## config.mk

```make
export PLATFORM = sky130hd
export DESIGN_NAME = button_conditioner
export DESIGN_NICKNAME = d
export VERILOG_FILES = /design/src/rtl/button_pkg.sv /design/src/rtl/button_lane.sv /design/src/rtl/button_conditioner.sv
export SDC_FILE = /design/constraint.sdc
export NUM_CORES = 1
export LEC_CHECK = 0
export CAP_MARGIN = 20
export CORE_MARGIN = 4
export CORE_UTILIZATION = 60
export CTS_BUF_LIST = sky130_fd_sc_hd__clkbuf_8
export DETAILED_ROUTE_END_ITERATION = 10
export GPL_TIMING_DRIVEN = 1
export PLACE_DENSITY = 0.78
export SKIP_LAST_GASP = 1
export SLEW_MARGIN = 40
export SYNTH_ARGS = -nofsm -noshare
export SYNTH_HDL_FRONTEND = slang
export SYNTH_SLANG_ARGS = --single-unit
```

## constraint.sdc

```tcl
create_clock -name clk -period 3.3 [get_ports clk]
set_clock_uncertainty 0.2 [all_clocks]
set_input_delay 0.495 -clock clk [delete_from_list [all_inputs] [get_ports clk]]
set_output_delay 0.495 -clock clk [all_outputs]
set_load 0.01 [all_outputs]
```

## src/rtl/button_pkg.sv

```systemverilog
// Shared definitions for the push-button front end.
//   btn_state_t              - per-lane press state
//   CLK_HZ                   - board clock frequency
//   DEFAULT_DEBOUNCE_CYCLES  - 10 ms settle window at CLK_HZ
//   DEFAULT_LONG_CYCLES      - 1 s long-press threshold at CLK_HZ
package button_pkg;

    typedef enum logic [1:0] {
        BTN_RELEASED = 2'd0,
        BTN_HELD     = 2'd1,
        BTN_LONG     = 2'd2
    } btn_state_t;

    localparam int CLK_HZ                  = 27_000_000;
    localparam int DEFAULT_DEBOUNCE_CYCLES = CLK_HZ / 100;
    localparam int DEFAULT_LONG_CYCLES     = CLK_HZ;

endpackage

```

## src/rtl/button_lane.sv

```systemverilog
// One push-button lane: two-flop synchroniser, debounce counter, press-state
// FSM and long-press hold counter.
//   clk, rst_n     - clock and synchronous active-low reset
//   button_n       - raw asynchronous pin, 0 = pressed
//   pressed        - debounced level, 1 = held
//   press_pulse    - one cycle when a press is accepted
//   release_pulse  - one cycle when a release is accepted
//   long_pulse     - one cycle when a press has been held LONG_CYCLES
module button_lane
    import button_pkg::*;
#(
    parameter int DEBOUNCE_CYCLES = DEFAULT_DEBOUNCE_CYCLES,
    parameter int LONG_CYCLES     = DEFAULT_LONG_CYCLES
) (
    input  logic clk,
    input  logic rst_n,
    input  logic button_n,
    output logic pressed,
    output logic press_pulse,
    output logic release_pulse,
    output logic long_pulse
);

    localparam int DEB_W  = $clog2(DEBOUNCE_CYCLES);
    localparam int HOLD_W = $clog2(LONG_CYCLES);
    localparam logic [DEB_W-1:0]  DEB_LAST  = DEB_W'(DEBOUNCE_CYCLES - 1);
    localparam logic [HOLD_W-1:0] HOLD_LAST = HOLD_W'(LONG_CYCLES - 1);

    // Synchroniser carries the raw (active-low) pin level; 1 = released.
    logic              meta_q, meta_d;
    logic              sync_raw_q, sync_raw_d;
    logic [DEB_W-1:0]  deb_cnt_q, deb_cnt_d;
    logic              pressed_q, pressed_d;
    logic              press_pulse_q, press_pulse_d;
    logic              release_pulse_q, release_pulse_d;
    logic              long_pulse_q, long_pulse_d;
    logic [HOLD_W-1:0] hold_cnt_q, hold_cnt_d;
    btn_state_t        state_q, state_d;

    logic sync;
    logic commit;

    always_comb begin
        meta_d     = button_n;
        sync_raw_d = meta_q;
        sync       = ~sync_raw_q;

        // Debounce: the count only advances while the synchronised level
        // disagrees with the committed one; any agreement restarts it.
        deb_cnt_d = deb_cnt_q;
        pressed_d = pressed_q;
        commit    = 1'b0;
        if (sync == pressed_q) begin
            deb_cnt_d = '0;
        end else if (deb_cnt_q == DEB_LAST) begin
            commit    = 1'b1;
            pressed_d = sync;
            deb_cnt_d = '0;
        end else begin
            deb_cnt_d = deb_cnt_q + DEB_W'(1);
        end

        press_pulse_d   = commit & sync;
        release_pulse_d = commit & ~sync;

        state_d      = state_q;
        hold_cnt_d   = hold_cnt_q;
        long_pulse_d = 1'b0;
        case (state_q)
            BTN_RELEASED: begin
                if (press_pulse_d) begin
                    state_d    = BTN_HELD;
                    hold_cnt_d = '0;
                end
            end
            BTN_HELD: begin
                // A release landing on the same cycle as the limit wins.
                if (release_pulse_d) begin
                    state_d = BTN_RELEASED;
                end else if (hold_cnt_q == HOLD_LAST) begin
                    state_d      = BTN_LONG;
                    long_pulse_d = 1'b1;
                end else begin
                    hold_cnt_d = hold_cnt_q + HOLD_W'(1);
                end
            end
            BTN_LONG: begin
                // hold_cnt stays frozen here, so there is no auto-repeat.
                if (release_pulse_d) begin
                    state_d = BTN_RELEASED;
                end
            end
            default: begin
                state_d = BTN_RELEASED;
            end
        endcase
    end

    always_ff @(posedge clk) begin
        if (!rst_n) begin
            meta_q          <= 1'b1;
            sync_raw_q      <= 1'b1;
            deb_cnt_q       <= '0;
            pressed_q       <= 1'b0;
            press_pulse_q   <= 1'b0;
            release_pulse_q <= 1'b0;
            long_pulse_q    <= 1'b0;
            hold_cnt_q      <= '0;
            state_q         <= BTN_RELEASED;
        end else begin
            meta_q          <= meta_d;
            sync_raw_q      <= sync_raw_d;
            deb_cnt_q       <= deb_cnt_d;
            pressed_q       <= pressed_d;
            press_pulse_q   <= press_pulse_d;
            release_pulse_q <= release_pulse_d;
            long_pulse_q    <= long_pulse_d;
            hold_cnt_q      <= hold_cnt_d;
            state_q         <= state_d;
        end
    end

    assign pressed       = pressed_q;
    assign press_pulse   = press_pulse_q;
    assign release_pulse = release_pulse_q;
    assign long_pulse    = long_pulse_q;

endmodule

```

## src/rtl/button_conditioner.sv

```systemverilog
// Push-button front end: NUM_BUTTONS independent lanes, each turning a raw
// bouncing active-low pin into a clean level plus press/release/long pulses.
//   clk, rst_n     - clock and synchronous active-low reset
//   button_n       - raw pins, 0 = pressed
//   pressed        - debounced levels, 1 = held
//   press_pulse    - one-cycle accepted-press pulses
//   release_pulse  - one-cycle accepted-release pulses
//   long_pulse     - one-cycle long-press pulses
module button_conditioner
    import button_pkg::*;
#(
    parameter int NUM_BUTTONS     = 2,
    parameter int DEBOUNCE_CYCLES = DEFAULT_DEBOUNCE_CYCLES,
    parameter int LONG_CYCLES     = DEFAULT_LONG_CYCLES
) (
    input  logic                   clk,
    input  logic                   rst_n,
    input  logic [NUM_BUTTONS-1:0] button_n,
    output logic [NUM_BUTTONS-1:0] pressed,
    output logic [NUM_BUTTONS-1:0] press_pulse,
    output logic [NUM_BUTTONS-1:0] release_pulse,
    output logic [NUM_BUTTONS-1:0] long_pulse
);

    genvar gi;
    generate
        for (gi = 0; gi < NUM_BUTTONS; gi++) begin : g_lane
            button_lane #(
                .DEBOUNCE_CYCLES(DEBOUNCE_CYCLES),
                .LONG_CYCLES    (LONG_CYCLES)
            ) u_lane (
                .clk          (clk),
                .rst_n        (rst_n),
                .button_n     (button_n[gi]),
                .pressed      (pressed[gi]),
                .press_pulse  (press_pulse[gi]),
                .release_pulse(release_pulse[gi]),
                .long_pulse   (long_pulse[gi])
            );
        end
    endgenerate

endmodule

```

==> results.py <==
metrics = {
    "outcome": {
        "outcome": "completed",
    },
    "detailed_routing": {
        "dr.pass1.iters": 4,
        "vias": 4387,
        "drt-initial-drc-count": 180,
        "wl_mm": 10.6,
        "drc": 0,
        "drtAntennaViolNets": 0,
        "vias_per_cell": 6.08,
        "post_drt_wl_per_cell_um": 14.6,
    },
    "synth": {
        "synth-main-ff-cell": "dfxtp_1",
        "synth_edf_count": 0,
        "ys_types": 60,
        "yosysWarnings": 0,
        "syn_area_um2": 5010,
        "synth_top_area_share": 0.416,
        "synth_area_leader_cell": "dfxtp_1",
        "ys_ff_latch": 104,
        "syn_inst": 611,
        "yosysSeqAreaShare": 0.416,
        "yosys-top-cells-area": "dfxtp_1 (42%), nor2_1 (6.2%), nand3_1 (4.9%)",
        "avgSynthCellArea_um2": 8.20,
        "synth_nets": 619,
        "async_flop_share": 0,
    },
    "floorplan": {
        "coreArea_um2": 8180,
        "die_h_um": 99.4,
        "die_w_um": 99.4,
        "ios": 12,
        "start_util": 0.613,
        "fp-row-count": 33,
        "die-area_um2": 9870,
    },
    "place": {
        "place_congestion": 0.926,
        "placedCellCount": 706,
        "place_area_um2": 5160,
        "pre_cts_ws_ns": 0.535,
        "port_buffers": 11,
        "dp_hpwl_mm": 7.55,
    },
    "timing": {
        "rsz0062_at_grt": "no",
        "timing.fmax_mhz": 356,
        "holdWs_ns": 0.215,
        "min_period_over_period": 0.851,
        "maxSlewViolCount": 0,
        "fin_setup_tns_ns": 0,
        "worst_slew_pin_slew_ns": 0.764,
        "period_minus_slack_ns": 2.81,
        "setup_slack_ns": 0.493,
        "hold_violations": 0,
        "slew_headroom": 0.486,
        "finalSetupViolations": 0,
    },
    "final_layout": {
        "final_nets": 620,
        "post-route-util": 0.660,
        "syn_to_final_growth_pct": 7.79,
        "final_cell_area_um2": 5400,
        "num_antenna_cells": 0,
        "drive_above_1_share": 0.0616,
        "stdcell_count": 722,
    },
    "global_route": {
        "grt_max_degree": 20,
        "grt.overflow.total": 0,
        "grt_pass1_vias": 4100,
        "antenna_found_initial": 0,
        "track_usage": 0.224,
        "grt_pass1_wl_mm": 18.4,
    },
    "pwr": {
        "power_mw": 2.21,
        "leakagePower_nw": 1.74,
        "p_per_area_nw_per_um2": 408,
        "ir_drop_v": 0.000252,
    },
    "worst_setup_path": {
        "start_kind": "flip-flop",
        "reg2reg_depth": 7,
        "r2r_slack_ns": 0.49,
        "arrival_ns": 2.91,
        "cp_cell_sequence": "ha_1 -> and3_1 -> nand3_1 -> or4_4 -> a31oi_2 -> nand2_1 -> a31oi_1",
        "endpoint": "g_lane[1].u_lane.hold_cnt_q[10]$_SDFFE_PN0P_",
        "crit_slowest_cell": "or4_4",
        "required_ns": 3.41,
        "end_kind": "flip-flop",
        "critPathMaxFanout": 9,
        "crit_type": "reg -> reg",
        "slowest_delay_ns": 0.55,
        "timing.rr.end": "g_lane[1].u_lane.hold_cnt_q[10]$_SDFFE_PN0P_",
        "cp-startpoint": "g_lane[1].u_lane.hold_cnt_q[0]$_SDFFE_PN0P_",
        "rr_startpoint": "g_lane[1].u_lane.hold_cnt_q[0]$_SDFFE_PN0P_",
    },
    "clock_network": {
        "htreeDepth": 3,
        "clkLatencyLatePin_ns": 0.38,
        "postCtsResizedCells": 0,
        "cts-hold-fix-buffers": 0,
        "cts_root_buffer": "clkbuf_8",
        "cts-buffers-inserted": 9,
        "cts.sink_count": 104,
        "post_cts_buffers": 0,
        "clk_pin_slew_ns": 0.11,
        "clock_path_buffers": 2,
        "cts_tree": "yes",
    },
    "job": {
        "drv_cap": 0,
    },
    "min_path": {
        "hold_path.class": "reg -> reg",
    },
}
-- cell usage in the layout (no fill, tap or decap), types with 9 or more instances in the layout --
cell / n
dfxtp_1: 104
nor2_1: 83
nand2_1: 55
nand3_1: 49
a21oi_1: 27
o21ai_0: 27
xor2_1: 24
and3_1: 21
nand4_1: 19
nor3_1: 14
xnor2_1: 14
or4_1: 12
clkdlybuf4s50_1: 11
nand2b_1: 10
inv_1: 9
nor4_1: 9
or3_1: 9
clkbuf_8: 9
-- cell usage after synthesis (3+ instances only) --
master     number
nor2b_1         7
nor2_1         83
or4_1          12
inv_1           9
a21oi_1        27
a2bb2oi_1       3
o22a_1          5
and3_1         21
buf_2           6
or3_1           9
nand3_1        49
and4_1          7
dfxtp_1       104
nand4_1        19
nand2b_1       10
buf_4           8
xnor2_1        14
a31oi_1         6
xor2_1         24
nor3_1         14
and2_1          7
o211ai_1        6
ha_1            4
nor4_1          9
nand2_1        55
o21ai_0        27
o31ai_1         6
clkbuf_1       14
mux2i_1         4
nor4b_1         3
-- critical path, delay by kind of cell (launching register included) --
family / cells / cell delay (ns)
adder cells (fa/ha/maj): 1 / 0.23
AND/OR/NAND/NOR: 4 / 1.27
AO/OA/AOI/OAI: 2 / 0.62
flip-flops: 1 / 0.41
-- cells by family after synthesis --
group,count (synthesis),synth area share
AOI/OAI and AO/OA,104,0.133
xor gates and xnor gates,38,0.0665
adders and majority gates,4,0.00999
buffers and inverters,38,0.0360
DFF,104,0.416
muxes,6,0.0125
and+or+nand+nor,317,0.327
-- layout make-up --
cell class	instances	area, um^2
timing repair buffer	19	170
inverter	9	33.8
clock buffer	9	124
clock inverter	7	111
tap	105	131
multi-input combinational	469	2750
sequential	104	2080
fill	693	2780
-- where the power goes --
part / switching [mW] / total, mW / internal [mW]
clock network: 0.466 / 0.912 / 0.446
logic: 0.0231 / 0.0340 / 0.0109
registers: 0.00233 / 1.26 / 1.26
total: 0.491 / 2.21 / 1.71
-- flip-flops by register name, summed over array words and instances, names as in the netlist --
name / cells
g_lane.u_lane.pressed: 2
g_lane.u_lane.state_q: 4
g_lane.u_lane.release_pulse: 2
g_lane.u_lane.press_pulse: 2
g_lane.u_lane.sync_raw_q: 2
g_lane.u_lane.deb_cnt_q: 38
g_lane.u_lane.hold_cnt_q: 50
g_lane.u_lane.long_pulse: 2
g_lane.u_lane.meta_q: 2
-- routing by layer --
| metal | GRT usage | vias to the layer above | routed length (um) |
|---|---|---|---|
| met5 | 0 | - | 0 |
| met4 | 0.0935 | 0 | 196 |
| met3 | 0.0498 | 22 | 510 |
| met2 | 0.363 | 111 | 5030 |
| met1 | 0.289 | 2060 | 4830 |
| li1 | - | 2194 | - |
-- how the worst min path moves through the flow --
stage / from / end / slack, ns / cells after the start
after floorplan: g_lane[0].u_lane.meta_q$_SDFF_PN1_ / g_lane[0].u_lane.sync_raw_q$_SDFF_PN1_ / 0.19 / 1
after global placement: g_lane[1].u_lane.meta_q$_SDFF_PN1_ / g_lane[1].u_lane.sync_raw_q$_SDFF_PN1_ / 0.20 / 1
after detailed placement: g_lane[1].u_lane.meta_q$_SDFF_PN1_ / g_lane[1].u_lane.sync_raw_q$_SDFF_PN1_ / 0.19 / 1
after CTS: g_lane[1].u_lane.meta_q$_SDFF_PN1_ / g_lane[1].u_lane.sync_raw_q$_SDFF_PN1_ / 0.22 / 1
after global routing: g_lane[1].u_lane.meta_q$_SDFF_PN1_ / g_lane[1].u_lane.sync_raw_q$_SDFF_PN1_ / 0.26 / 1
final: g_lane[1].u_lane.meta_q$_SDFF_PN1_ / g_lane[1].u_lane.sync_raw_q$_SDFF_PN1_ / 0.22 / 1
No activity file was read; power rests on OpenSTA's default activity.
